**src/rtl/pad_input_regs.sv**
```systemverilog
// pad_input_regs: CPU-facing register block for the SPI gamepad receiver.
// Debounces the receiver's button word and exposes the result, sticky
// press/release events and a maskable press interrupt as four 16-bit
// registers on a single-cycle peripheral bus.
//
// Ports:
//   clk            system clock
//   reset          synchronous, active-high reset
//   pad_btn        raw active-high button word (same clock domain)
//   bus_addr       register select: 0 CURRENT, 1 PRESSED, 2 RELEASED, 3 IRQ_MASK
//   bus_write_en   write strobe, one cycle per access
//   bus_read_en    read strobe, one cycle per access
//   bus_write_data write data
//   bus_read_data  registered read data, held until the next read
//   bus_read_ready one-cycle pulse marking bus_read_data valid
//   irq            level interrupt, |(pressed & irq_mask), registered
module pad_input_regs #(
  parameter int unsigned PAD_BUTTONS     = 12,
  parameter int unsigned DEBOUNCE_CYCLES = 16
) (
  input  logic                   clk,
  input  logic                   reset,
  input  logic [PAD_BUTTONS-1:0] pad_btn,
  input  logic [1:0]             bus_addr,
  input  logic                   bus_write_en,
  input  logic                   bus_read_en,
  input  logic [15:0]            bus_write_data,
  output logic [15:0]            bus_read_data,
  output logic                   bus_read_ready,
  output logic                   irq
);

  localparam int unsigned DATA_W = 16;
  localparam int unsigned CNT_W  = (DEBOUNCE_CYCLES > 1) ? $clog2(DEBOUNCE_CYCLES) : 1;
  localparam logic [CNT_W-1:0] CNT_LAST =
    CNT_W'((DEBOUNCE_CYCLES > 0) ? (DEBOUNCE_CYCLES - 1) : 0);

  localparam logic [1:0] ADDR_CURRENT  = 2'd0;
  localparam logic [1:0] ADDR_PRESSED  = 2'd1;
  localparam logic [1:0] ADDR_RELEASED = 2'd2;
  localparam logic [1:0] ADDR_IRQ_MASK = 2'd3;

  logic [PAD_BUTTONS-1:0] pad_q;
  logic [PAD_BUTTONS-1:0] stable;
  logic [PAD_BUTTONS-1:0] pressed;
  logic [PAD_BUTTONS-1:0] released;
  logic [PAD_BUTTONS-1:0] irq_mask;
  logic [CNT_W-1:0]       count;

  logic [PAD_BUTTONS-1:0] stable_next;
  logic [CNT_W-1:0]       count_next;
  logic [PAD_BUTTONS-1:0] pressed_next;
  logic [PAD_BUTTONS-1:0] released_next;
  logic [PAD_BUTTONS-1:0] irq_mask_next;
  logic [PAD_BUTTONS-1:0] clr_pressed;
  logic [PAD_BUTTONS-1:0] clr_released;
  logic [PAD_BUTTONS-1:0] wdata_btn;
  logic [DATA_W-1:0]      read_mux;
  logic                   pad_changing;

  // Upper write-data bits beyond the button count carry no meaning.
  logic unused_wdata;
  assign unused_wdata = ^bus_write_data;

  assign wdata_btn = bus_write_data[PAD_BUTTONS-1:0];

  // pad_q is about to take a different value this edge: the window restarts.
  assign pad_changing = (pad_btn != pad_q);

  // Debounce: accept pad_q once it has held, unchanged and different from
  // stable, for DEBOUNCE_CYCLES consecutive edges.
  always_comb begin
    stable_next = stable;
    count_next  = count;
    if (DEBOUNCE_CYCLES == 0) begin
      stable_next = pad_q;
      count_next  = '0;
    end else if ((pad_q == stable) || pad_changing) begin
      count_next = '0;
    end else if (count == CNT_LAST) begin
      stable_next = pad_q;
      count_next  = '0;
    end else begin
      count_next = count + CNT_W'(1);
    end
  end

  // Sticky events and W1C; an event in the same cycle as its clear wins.
  always_comb begin
    clr_pressed   = '0;
    clr_released  = '0;
    irq_mask_next = irq_mask;
    if (bus_write_en) begin
      case (bus_addr)
        ADDR_PRESSED:  clr_pressed   = wdata_btn;
        ADDR_RELEASED: clr_released  = wdata_btn;
        ADDR_IRQ_MASK: irq_mask_next = wdata_btn;
        default:       ;
      endcase
    end
    pressed_next  = (pressed  & ~clr_pressed)  | (stable_next & ~stable);
    released_next = (released & ~clr_released) | (~stable_next & stable);
  end

  // Read mux over pre-update register contents.
  always_comb begin
    read_mux = '0;
    case (bus_addr)
      ADDR_CURRENT:  read_mux = DATA_W'(stable);
      ADDR_PRESSED:  read_mux = DATA_W'(pressed);
      ADDR_RELEASED: read_mux = DATA_W'(released);
      ADDR_IRQ_MASK: read_mux = DATA_W'(irq_mask);
      default:       read_mux = '0;
    endcase
  end

  // State and output registers.
  always_ff @(posedge clk) begin
    if (reset) begin
      pad_q          <= '0;
      stable         <= '0;
      count          <= '0;
      pressed        <= '0;
      released       <= '0;
      irq_mask       <= '0;
      bus_read_data  <= '0;
      bus_read_ready <= 1'b0;
      irq            <= 1'b0;
    end else begin
      pad_q          <= pad_btn;
      stable         <= stable_next;
      count          <= count_next;
      pressed        <= pressed_next;
      released       <= released_next;
      irq_mask       <= irq_mask_next;
      bus_read_ready <= bus_read_en;
      if (bus_read_en) begin
        bus_read_data <= read_mux;
      end
      irq            <= |(pressed & irq_mask);
    end
  end

endmodule

```
**config.mk**
```make
export PLATFORM = sky130hd
export DESIGN_NAME = pad_input_regs
export DESIGN_NICKNAME = d
export VERILOG_FILES = /design/src/rtl/pad_input_regs.sv
export SDC_FILE = /design/constraint.sdc
export NUM_CORES = 1
export LEC_CHECK = 0
export CORE_ASPECT_RATIO = 1.25
export CORE_MARGIN = 2
export CORE_UTILIZATION = 48
export CTS_CLUSTER_DIAMETER = 120
export CTS_CLUSTER_SIZE = 24
export DETAILED_ROUTE_END_ITERATION = 16
export PLACE_DENSITY = 0.74
export SLEW_MARGIN = 20
export SYNTH_ARGS = -nofsm -noshare
export SYNTH_HDL_FRONTEND = slang
export SYNTH_SLANG_ARGS = --single-unit
```
**constraint.sdc**
```tcl
create_clock -name clk -period 2.6 [get_ports clk]
set_input_delay 0.39 -clock clk [delete_from_list [all_inputs] [get_ports clk]]
set_output_delay 0.39 -clock clk [all_outputs]
set_load 0.05 [all_outputs]
```
==> results.txt, run 1 <==
Die Y-Extent - 101 µm
Clock share of power - 0.387
Synth warn - 0
Internal Power - 1810 µW
Clk root buf - clkbuf_8
Mapped Area - 0.00358 mm²
Final ANT Viol Nets - 0
WP data arrival - 2.32 ns
Area contributors post-synth - dfxtp_1 44%, mux4_2 7.5%, nand2_1 5.2%
Worst-path clk slew - 0.08 ns
Max VDD drop - 0.440 mV
Initial Util - 0.490
Largest net degree at the start of global routing - 39
Total Nets Final - 462
Max Root-Sink Buffers - 2
CP Launch Point - pad_q[0]
Worst-Skew Late Latency - 0.35 ns
Fin crit share - 0.802
TritonCTS Buffers - 9
Final slew viol count - 0
Site row count - 35
Max-cap violations - 0
ANT cells - 0
Pleak - 0.00148 µW
Endpoints failing setup - 0
DRC - 0
Initial antenna violation count - 0
Crit. End Element - flop
Core area - 0.00731 mm²
GRT Resource Usage Total - 0.214
CTS HTree Levels - 3
TNS Setup - 0 ns
Critical-path cell list - xnor2_1, nand4_1, or4_4, nand4_2, buf_4, o21ai_0
Most common cell after layout, fill and taps aside - dfxtp_1
Sw Pwr - 568 µW
Reg power frac - 0.519
Final min period - 2.09 ns
Slew @ Worst Pin - 0.763 ns
Crit path largest cell delay - 0.66 ns
Critical Path End - released[9]
Cells after synthesis - 386
Placer Congestion - 0.826
Commonest non-fill, non-tap cells in the layout - 78 x dfxtp_1, 50 x nand2_1, 42 x clkdlybuf4s50_1
Worst Hold Launch - count[0]
Startpoint types - flop
Vias - 2892
Die Wd - 81.3 µm
Crit Path Category - reg2reg
Reg-to-reg slack, setup - 0.51 ns
Syn-to-layout area delta - 19.7%
Outcome - completed
I/O Pins - 52
GRT overflow - 0
Via/cell ratio - 5.52
WL per Instance - 15.4 µm
Clock Skew - 0.00942 ns
Number of DRC markers in iteration 0 - 248
R2r startpoint - pad_q[0]
Post-DP HPWL - 5800 µm
Port-buffer cells - 43
Register-to-Register Path Depth - 6
Placed cell areas - 0.00409 mm²
Share of cells above drive strength 1 - 0.104
Power density over the cells - 554 mW/mm²
Post-CTS Setup Bufs - 0
Syn_area_per_cell - 9.29 µm²
Clock sink count - 78
Max_slew headroom - 0.490
CP max-delay cell - or4_4
Synth Register Bits - 78
Leading area contributor after synthesis - dfxtp_1
Top cell type's share of synthesized area - 0.436
Worst hold path type - reg2reg
Vias in the first global route - 2850
Post-route design area - 0.00429 mm²
Netlist cell types - 34
First-pass GRT wire length - 13300 µm
Drt first pass iters - 4
Sequential cell area fraction in the yosys report - 0.436
Reg-to-reg endpoint - released[9]
Unrepaired setup endpoints after global routing - no
Final Hold Viols - 0
Switching Fraction - 0.239
Cts hold-fix bufs - 0
CTS tree - built
Max Clock Freq - 0.479 GHz
Critical path required time - 2.84 ns
Total wire length - 8090 µm
Resized cells post-CTS - 0
DIE AREA - 0.00818 mm²
Part of the power in combinational logic - 0.094
CP max FO - 24
[registers in the layout (all words and copies together) (netlist names)]
name and cells:
irq_mask 12, bus_read_data 12, bus_read_ready 1, irq 1, stable 12, count 4, pad_q 12, pressed 12
released 12
[power groups by stage]
stage	sequential (µW)	clock, µW	combinational, µW
finish	1230	921	223
global route	1230	972	242
CTS	1230	930	225
detailed placement	1260	0	223
global placement	1260	0	221
floorplan	1260	0	135
[logic make-up (layout without fill, tap and decap cells)]
family,Yosys count,count (layout),synth area share
buf+inv,28,71,0.0380
mux,24,24,0.109
compound gates,67,67,0.100
other cells,1,4,0.00105
flops,78,78,0.436
simple gates,165,165,0.259
fa+ha+maj,1,1,0.00349
xor+xnor,22,22,0.0538
[cell type report]
class	instances	area, µm²
Clock buffer	12	155
Clock inverter	4	45.0
Fill cell	647	3020
Multi-Input combinational cell	283	1900
Sequential cell	78	1560
Tap cell	92	115
Timing Repair Buffer	55	515
[synth_stat cells]
library cell / n
a22o_1: 3
nand3b_1: 24
xor2_1: 4
a21oi_1: 24
nand4_1: 6
mux4_2: 12
and3_1: 2
nor4b_4: 1
nand2_1: 50
buf_2: 4
nor2b_1: 14
nor4_1: 3
xnor2_1: 18
nand2b_1: 24
o21ai_1: 20
o21ai_0: 16
conb_1: 1
or4_4: 1
ha_1: 1
nor2_1: 16
clkbuf_1: 16
nand4b_1: 1
nor4b_2: 1
and4_1: 2
mux2i_1: 12
dfxtp_1: 78
nand4_2: 1
buf_1: 1
nand3_1: 16
nor4_2: 1
and2_1: 2
buf_4: 7
a221oi_1: 3
a31oi_1: 1
[critical path, delay by kind of cell, from the launching register on]
kind / cells / cell delay, ns
AND/OR/NAND/NOR: 3 / 0.95
AO/OA/AOI/OAI: 1 / 0.12
XOR/XNOR: 1 / 0.19
flip-flops: 1 / 0.43
buffers and inverters: 1 / 0.27
[how the worst min path moves through the flow]
stage / slack [ns] / depth (start not counted) / endpoint
3_5_place_dp: 0.45 / 1 / count[0]
3_3_place_gp: 0.43 / 1 / count[0]
6_report: 0.46 / 1 / count[0]
4_1_cts: 0.46 / 1 / count[0]
2_1_floorplan: 0.42 / 1 / count[0]
5_1_grt: 0.48 / 1 / count[0]
[through the flow]
| step | utilization | hold WS [ns] | setup slack, ns | cells | total power [µW] |
|---|---|---|---|---|---|
| after floorplan | - | 0.421 | 0.926 | 389 | 1390 |
| after global placement | 0.559 | 0.430 | 0.420 | 508 | 1480 |
| after detailed placement | 0.559 | 0.448 | 0.373 | 508 | 1480 |
| after CTS | 0.587 | 0.457 | 0.508 | 524 | 2390 |
| after global routing | 0.587 | 0.482 | 0.370 | 524 | 2450 |
| final | 0.587 | 0.455 | 0.514 | 524 | 2380 |
[per-layer routing]
layer  track usage  wire length (µm)
met2         0.345              4030
met4         0.120               182
met5             0                 0
met3        0.0385               501
met1         0.268              3380
(Power assumes the default switching activity.)
==> run 2, diff against run 1 <==
PLACE_DENSITY = 0.77   (was 0.74)
clock period = 1.84 ns   (was 2.6 ns; I/O delays follow)
==> run 2 against run 1 <==
Against the previous run: first-iteration DRC count is 11% higher; critical path type unchanged; largest power group unchanged; highest routed layer unchanged; clock-buffer cell count stayed put; sequential power is 41% higher; non-clock buffer count is 24 higher; global-route usage is 0.44 points lower.
==> results.txt, run 2 (synthesis results as in run 1) <==
Syn-to-layout area delta - 27.4%
Site row count - 35 (unchanged)
Post-CTS Setup Bufs - 0 (unchanged)
Commonest non-fill, non-tap cells in the layout - 76 x dfxtp_1, 50 x nand2_1, 42 x clkdlybuf4s50_1
Final Power - 3500 µW (+47%)
Pleak - 0.00164 µW (+11%)
Unrepaired setup endpoints after global routing - yes
GRT Resource Usage Total - 0.210 (-0.00438)
DIE AREA - 0.00818 mm² (unchanged)
Endpoints failing setup - 0 (unchanged)
Vias - 3030 (+4.8%)
Final min period - 1.79 ns (-0.299 ns)
First-pass GRT wire length - 13000 µm (-1.8%)
Port-buffer cells - 43 (unchanged)
WL per Instance - 15.0 µm (-2.9%)
Initial antenna violation count - 0 (unchanged)
CP max-delay cell - or4_4
Cts hold-fix bufs - 0 (unchanged)
Largest net degree at the start of global routing - 27 (-31%)
CP max FO - 24 (unchanged)
Power density over the cells - 767 mW/mm² (+38%)
GRT overflow - 0 (unchanged)
Outcome - completed
Drt first pass iters - 5 (+1)
Die Y-Extent - 101 µm (unchanged)
Share of cells above drive strength 1 - 0.167 (+0.0625)
Worst hold path type - in2reg
Final Hold Viols - 0 (unchanged)
Die Wd - 81.3 µm (unchanged)
CTS tree - built
Post-DP HPWL - 5980 µm (+3.0%)
Critical path required time - 2.08 ns (-0.76 ns)
Post-route design area - 0.00457 mm² (+6.5%)
Crit. End Element - flop
Via/cell ratio - 5.53 (+0.18%)
Total Nets Final - 486 (+5.2%)
DRC - 0 (unchanged)
Fin crit share - 0.971 (+0.169)
Clk root buf - clkbuf_8
Worst-Skew Late Latency - 0.35 ns (about the same)
Final slew viol count - 0 (unchanged)
Most common cell after layout, fill and taps aside - dfxtp_1
Crit Path Category - reg2reg
Worst-path clk slew - 0.08 ns (about the same)
Placer Congestion - 0.822 (-0.48%)
Max Root-Sink Buffers - 2 (unchanged)
Number of DRC markers in iteration 0 - 275 (+11%)
CTS HTree Levels - 3 (unchanged)
Max-cap violations - 0 (unchanged)
Fin util - 0.625 (+0.0380)
Max Clock Freq - 0.560 GHz (+17%)
Final ANT Viol Nets - 0 (unchanged)
TNS Setup - 0 ns (unchanged)
ANT cells - 0 (unchanged)
Critical-path cell list - xnor2_1, nand4_1, or4_4, nand4_2, buf_12, o21ai_0
Max VDD drop - 0.480 mV (+9.0%)
Placed cell areas - 0.00431 mm² (+5.3%)
Clock Skew - 0.00736 ns (-0.00206 ns)
Startpoint types - flop
I/O Pins - 52 (unchanged)
WP data arrival - 2.03 ns (-0.29 ns)
Clock sink count - 78 (unchanged)
TritonCTS Buffers - 9 (unchanged)
Total wire length - 8210 µm (+1.5%)
Vias in the first global route - 2741 (-3.8%)
Core area - 0.00731 mm² (unchanged)
Initial Util - 0.490 (unchanged)
Crit path largest cell delay - 0.57 ns (-0.09 ns)
[run 2: cell count changes in the layout (fill, tap and decap cells not counted), sizes merged]
| cell | change |
|---|---|
| bufinv | +1 |
| clkinv | -1 |
| buf | +24 |
[run 2: final timing paths]
| check | startpoint | cells past startpoint | end | slack (ns) |
|---|---|---|---|---|
| max | stable[5] | 6 | released[9] | 0.05 |
| min | reset | 2 | bus_read_data[0] | 0.34 |
| max reg2reg | stable[5] | 6 | released[9] | 0.05 |
| min reg2reg | count[0] | 1 | count[0] | 0.45 |
[run 2: timing repair]
| item | CTS | global route |
|---|---|---|
| endpoints found under the hold margin | 0 | 0 |
| gates resized for setup | 1 | 7 |
| setup endpoints to repair | 1 | 40 |
| pin swaps | 0 | 4 |
[run 2: routing by layer]
layer	global-route usage	part of all wire	vias to the layer above	routed length (µm)
met5	0	0	-	0
met4	0.104	0.027	0	223
met2	0.339	0.48	118	3940
met1	0.269	0.43	1412	3530
met3	0.0349	0.062	24	513
li1	-	-	1476	-
[run 2: layout make-up]
| cell class | count | area (µm²) |
|---|---|---|
| Clock buffer | 12 | 145 |
| Clock inverter | 4 | 70.1 |
| Fill cell | 609 | 2750 |
| Multi-Input combinational cell | 283 | 1940 |
| Sequential cell | 78 | 1560 |
| Tap cell | 92 | 115 |
| Timing Repair Buffer | 79 | 733 |
[run 2: through the flow]
step	instances	worst slack, ns	hold WS, ns
floorplan	389	0.166	0.404
global placement	532	-0.129	0.430
global route	548	-0.0275	0.369
detailed placement	532	-0.260	0.438
CTS	548	0.0320	0.332
finish	548	0.0533	0.339
[run 2: critical path: cells and delay by family (launching register included)]
family	cells	cell delay [ns]
flip-flops	1	0.36
AND/OR/NAND/NOR	3	0.86
buffers and inverters	1	0.17
XOR/XNOR	1	0.19
AO/OA/AOI/OAI	1	0.08
[run 2: report_power, final]
group          internal, µW  switching [µW]
clock network           798             605
registers              1710            21.4
logic                   179             187
total                  2690             814
